===== src/rtl/hilo_unit.sv =====
// HI/LO register pair and multiply sequencer: turns MULT/MULTU into an unsigned
// multiplier request, sign-corrects the returned product and commits it to HI/LO.
module hilo_unit #(
    parameter int WIDTH = 32
) (
    input  logic             clk,
    input  logic             reset,
    input  logic             op_valid,
    input  logic [1:0]       op,
    input  logic [WIDTH-1:0] rs_data,
    input  logic [WIDTH-1:0] rt_data,
    output logic             op_ready,
    output logic             mul_start,
    output logic [WIDTH-1:0] mul_a,
    output logic [WIDTH-1:0] mul_b,
    input  logic             mul_done,
    input  logic [WIDTH-1:0] mul_high,
    input  logic [WIDTH-1:0] mul_low,
    input  logic             read_req,
    output logic             stall,
    output logic             busy,
    output logic [WIDTH-1:0] hi,
    output logic [WIDTH-1:0] lo
);

    localparam logic [1:0] OP_MULT  = 2'b00;
    localparam logic [1:0] OP_MULTU = 2'b01;
    localparam logic [1:0] OP_MTHI  = 2'b10;
    localparam logic [1:0] OP_MTLO  = 2'b11;

    typedef enum logic [1:0] {
        S_IDLE,
        S_ISSUE,
        S_WAIT
    } state_t;

    state_t state, state_next;

    logic                 neg;
    logic                 accept;
    logic                 is_mul;
    logic                 is_signed;
    logic [WIDTH-1:0]     abs_a;
    logic [WIDTH-1:0]     abs_b;
    logic [2*WIDTH-1:0]   prod;
    logic [2*WIDTH-1:0]   result;

    assign op_ready  = (state == S_IDLE);
    assign busy      = (state != S_IDLE);
    assign mul_start = (state == S_ISSUE);
    assign stall     = read_req && busy;
    assign accept    = op_valid && op_ready;
    assign is_mul    = (op == OP_MULT) || (op == OP_MULTU);
    assign is_signed = (op == OP_MULT);

    // Magnitudes for the unsigned multiplier; the most negative value maps to
    // itself, which is its correct unsigned magnitude.
    assign abs_a = (is_signed && rs_data[WIDTH-1]) ? ({WIDTH{1'b0}} - rs_data) : rs_data;
    assign abs_b = (is_signed && rt_data[WIDTH-1]) ? ({WIDTH{1'b0}} - rt_data) : rt_data;

    assign prod   = {mul_high, mul_low};
    assign result = neg ? ({(2*WIDTH){1'b0}} - prod) : prod;

    always_ff @(posedge clk or posedge reset) begin
        if (reset) state <= S_IDLE;
        else       state <= state_next;
    end

    always_comb begin
        state_next = state;
        case (state)
            S_IDLE:  if (accept && is_mul) state_next = S_ISSUE;
            S_ISSUE: state_next = S_WAIT;
            S_WAIT:  if (mul_done) state_next = S_IDLE;
            default: state_next = S_IDLE;
        endcase
    end

    always_ff @(posedge clk or posedge reset) begin
        if (reset) begin
            hi    <= '0;
            lo    <= '0;
            mul_a <= '0;
            mul_b <= '0;
            neg   <= 1'b0;
        end else begin
            if (accept) begin
                case (op)
                    OP_MULT, OP_MULTU: begin
                        mul_a <= abs_a;
                        mul_b <= abs_b;
                        neg   <= is_signed && (rs_data[WIDTH-1] ^ rt_data[WIDTH-1]);
                    end
                    OP_MTHI: hi <= rs_data;
                    OP_MTLO: lo <= rs_data;
                    default: ;
                endcase
            end
            if (state == S_WAIT && mul_done) begin
                hi <= result[2*WIDTH-1:WIDTH];
                lo <= result[WIDTH-1:0];
            end
        end
    end

endmodule

===== config.mk =====
export PLATFORM = sky130hd
export DESIGN_NAME = hilo_unit
export DESIGN_NICKNAME = d
export VERILOG_FILES = /design/src/rtl/hilo_unit.sv
export SDC_FILE = /design/constraint.sdc
export NUM_CORES = 1
export LEC_CHECK = 0
export CORE_ASPECT_RATIO = 0.7
export CORE_MARGIN = 3
export CORE_UTILIZATION = 35
export DETAILED_ROUTE_END_ITERATION = 8
export PLACE_DENSITY = 0.75
export SLEW_MARGIN = 20
export SYNTH_ARGS = -nofsm -noshare
export SYNTH_HDL_FRONTEND = slang
export SYNTH_SLANG_ARGS = --single-unit

===== constraint.sdc =====
create_clock -name clk -period 6.2 [get_ports clk]
set_input_delay 1.24 -clock clk [delete_from_list [all_inputs] [get_ports clk]]
set_output_delay 1.24 -clock clk [all_outputs]
set_load 0.005 [all_outputs]

======== Yosys cells after proc, flatten, opt, wreduce, memory -nomap -nowiden ========
Cells that the tools add are included.
word-level totals
  bits of input ports ..................... 135
  register bits ........................... 131
  logic and storage cells ................. 48
operators by class
  add/sub/neg operators ................... 3
  reductions and logical operators ........ 19
  multiplexer cells ....................... 12
  eq/ne operators ......................... 7
  bitwise operators ....................... 1
operators with widths
  cell                                               number
  2-to-1 mux 32 bit                                  8
  2-to-1 mux 64 bit                                  1
  subtractor 1 x 32 -> 32 bit, first input constant  2
  subtractor 1 x 64 -> 64 bit, first input constant  1
  AND reduction 2 bit                                4
  nonzero test 2 bit                                 4
  logical AND 1 bit                                  7
  == test 2 bit, second input constant               3
  case mux 2 bit (3 select lines)                    1
  == test 2 x 1 -> 1 bit, second input constant      2
  logical NOT 2 bit                                  2
  2-to-1 mux 2 bit                                   2
  != test 2 x 1 -> 1 bit, second input constant      1
  != test 2 bit, second input constant               1
  OR reduction 2 bit                                 1
  logical OR 1 bit                                   1
  bitwise XOR 1 bit                                  1

======== Depth between registers and ports, before layout ========
  word-level depth ........................ 5
  gate-level depth with buffers ........... 8
  gate-level depth less buffers ........... 8

======== Worst setup path before layout ========
No wires, ideal clock.
  path type ............................... input port to flip-flop
  from .................................... input port rs_data[16]
  to ...................................... register mul_a[25]
  stages on the path ...................... 6
  data arrival time ....................... 3189 ps
  setup time .............................. 129 ps
  required time ........................... 6071 ps
  setup slack ............................. 2883 ps
  path buffers ............................ 0
  cells stage by stage .................... or4_4 -> or4_4 -> or4_4 -> o41ai_2 -> xor2_1 -> o21ai_1
on the way
  cells in the longest elaborated chain, start to end .. 2
ends and longest elaborated chain
  what                         line  RTL
  start, declared              10    input logic [WIDTH-1:0] rs_data,
  subtractor 1 x 32 -> 32 bit  58    assign abs_a = (is_signed && rs_data[WIDTH-1]) ? ({WIDTH{1'b0}} - rs_data) : rs_data;
  2-to-1 mux 32 bit            58
  end signal, assigned         90    mul_a <= abs_a;
  end, declared                14    output logic [WIDTH-1:0] mul_a,
No other way between the ends.
A chain may end at the register's enable or synchronous reset.

======== Worst setup path after layout ========
  from .................................... input port mul_low[5]
  to ...................................... register hi[23]
on the way
  cells in the longest elaborated chain, start to end .. 3
ends and longest elaborated chain
  what                         line  RTL
  start, declared              18    input logic [WIDTH-1:0] mul_low,
  subtractor 1 x 64 -> 64 bit  62    assign result = neg ? ({(2*WIDTH){1'b0}} - prod) : prod;
  2-to-1 mux 64 bit            62
  2-to-1 mux 32 bit            99    if (state == S_WAIT && mul_done) begin
  end signal, assigned         94    OP_MTHI: hi <= rs_data;
  end signal, assigned         100   hi <= result[2*WIDTH-1:WIDTH];
  end, declared                22    output logic [WIDTH-1:0] hi,
No other way between the ends.

==> results.ini <==
[critical_path]
worstRegToRegCells = 7
timing.rr.start = state[0]
worstSetupPathType = input pin to flip-flop
cp_max_fo = 17
cp-end-kind = flip-flop
required_ns = 6.49
crit_path_start_kind = input pin
regToRegEndpoint = hi[14]
r2r_slack_ns = 3.72
critPathArrivalTime_ns = 4.47

[yosys]
synth_compound_area_share_pct = 19.5
ys_types = 45
syn_avg_cell_area_um2 = 8.77
seq_area_frac_synth_pct = 40.3
synth-edff-count = 0
yosys_warnings = 0
yosys.cell_count.top_type = dfrtp_1
synthAdderAreaFrac_pct = 0.462
synth_nets = 1065
synthArstFlopShare_pct = 100
yosys.area_share.simple_pct = 19.7
synth_top_family_by_area = simple AND/OR/NAND/NOR gates
yosysTopAreaCellShare_pct = 40.3
synth_xor_xnor_area_share_pct = 12.5
synthMuxAreaShare_pct = 4.46
ys_ff_latch = 131
synth_ff_type = dfrtp_1
netlist_instances = 927
yosysTopAreaCell = dfrtp_1
synth_area_um2 = 8130
synth.area.top_cells = dfrtp_1 40%, xor2_1 8.5%, o21ai_0 7.3%
synth_common_cells = 131 x dfrtp_1, 129 x nand2_1, 119 x o21ai_0

[finish]
drive_gt1_share_pct = 6.36
fin_cells = 1486
fillers = 2068
synthToLayoutAreaGrowth_pct = 43.7
fin_nets = 1305
utilization_pct = 52.5

[die]
die_h_um = 133
die_x_um = 188
rows = 45
core_area_um2 = 22200
initial_core_util_pct = 36.5
die_area_um2 = 25100
io_pins = 267

[clock_network]
cts_buffer_depth = 2
cts_hold_buffers = 0
cts_max_level = 4
clkLatencyLatePin_ns = 0.42
cts_buffers = 17
clk_pin_slew_ns = 0.07
root_buffer = clkbuf_16
postCtsSetupBuffers = 0
cts_sinks = 131
cts_tree = yes
post_cts_resized = 0

[timing]
period_minus_slack_ns = 4.18
fin_crit_sh_pct = 67.4
fmax_mhz = 239
finalClockSkew_ns = 0.0104
finalSetupTns_ns = 0
rsz0062_at_grt = false
hold_viol = 0
tightest_slew_ns = 1.02
slew_violations = 0
relSlewSlack_pct = 31.5
finalSetupViolCount = 0
timing.hold.ws_ns = 0.476

[power]
leakage_nw = 4.48
power_density_nw_per_um2 = 329
irDropWorstVdd_mv = 0.199

[drt]
drt_wl_total_um = 30000
detail_route.first_pass.iterations = 5
ant_nets = 0
drtIter0Drc = 573
wire_per_inst_um = 20.2
vias = 8009
drcViolationCount = 0
via_per_inst = 5.39

[placed_design]
place_inst = 1452
hpwl_um = 22700
portBuffers = 266
gp_congestion = 0.884

[status]
outcome = completed

[job]
maxCapViolCount = 0

[worst_hold_path]
hold_path.class = flip-flop to flip-flop
hold_path.startpoint = mul_b[14]
min_to = mul_b[14]
min_path_cells = 2

[global_routing]
antenna_found_initial = 3
gr-total-overflow = 0
grt_pass1_wl_um = 45900
track_usage_pct = 23.5
grt_pass1_vias = 7722
grt_max_degree = 125

-- per-layer routing --
layer	wire [µm]	GRT usage, %	up-vias
met3	2520	7.29	46
met4	749	6.79	4
met5	27	0	-
li1	-	-	3820
met1	13900	33.2	3832
met2	12800	34.7	307
-- cell families after synthesis --
family                   count (synthesis)
multiplexers                            34
AND/OR/NAND/NOR                        313
buffers and inverters                   65
XOR/XNOR                               116
adder cells (fa/ha/maj)                  3
AO/OA/AOI/OAI                          265
flip-flops                             131
-- sequential cells by signal, indices dropped and copies added, names as in the netlist --
signal  count
state       2
mul_a      32
lo         32
mul_b      32
hi         32
neg         1
-- worst max-delay path, cell delays in order --
cell             delay [ns]
clkdlybuf4s50_1        0.49
or4_1                  0.60
nor4_4                 0.51
nand3_1                0.68
o41ai_1                0.65
xor2_1                 0.21
a21oi_1                0.08
-- cell type report --
class	count	area [µm²]	area share, %
inverter	11	43.8	0.375
clock inverter	15	183	1.56
clock buffer	17	425	3.64
antenna	1	2.50	0.0214
multi-input combinational	731	4610	39.5
timing repair buffer	275	2750	23.5
tap	305	382	3.27
sequential	131	3280	28.1
-- power by group --
group          internal, mW  leakage (nW)  switching (mW)
Combinational         0.850          2.60           0.620
Sequential             1.14          1.59           0.164
Clock                 0.636         0.286           0.424
Total                  2.63          4.48            1.21
-- cells in the final DEF (no fill, tap or decap), types with 18 or more instances in the layout --
cell type	Yosys	final
clkdlybuf4s50_1	0	266
dfrtp_1	131	130
nand2_1	129	129
o21ai_0	119	119
xor2_1	79	79
a21oi_1	52	52
xnor2_1	37	37
nor2_1	36	36
nor2b_1	32	32
a211oi_1	30	30
o31ai_1	29	29
o41ai_1	20	20
or4_1	19	19
mux2_2	18	18
nor4_1	18	18
-- through the flow --
stage / total power [mW] / area (µm²) / worst slack, ns
global route: 4.06 / 11700 / 1.89
global placement: 2.76 / 11000 / 1.76
detailed placement: 2.79 / 11000 / 1.64
finish: 3.84 / 11700 / 2.02
floorplan: 1.86 / 8130 / 1.46
CTS: 3.87 / 11600 / 2.09
-- how the worst max path moves through the flow --
| stage | from | endpoint |
|---|---|---|
| floorplan | reset | hi[0] |
| global placement | mul_low[5] | hi[25] |
| detailed placement | mul_low[5] | hi[23] |
| CTS | mul_low[5] | hi[23] |
| global route | mul_low[10] | hi[23] |
| finish | mul_low[5] | hi[23] |
Power figures use the tool's default switching activity.
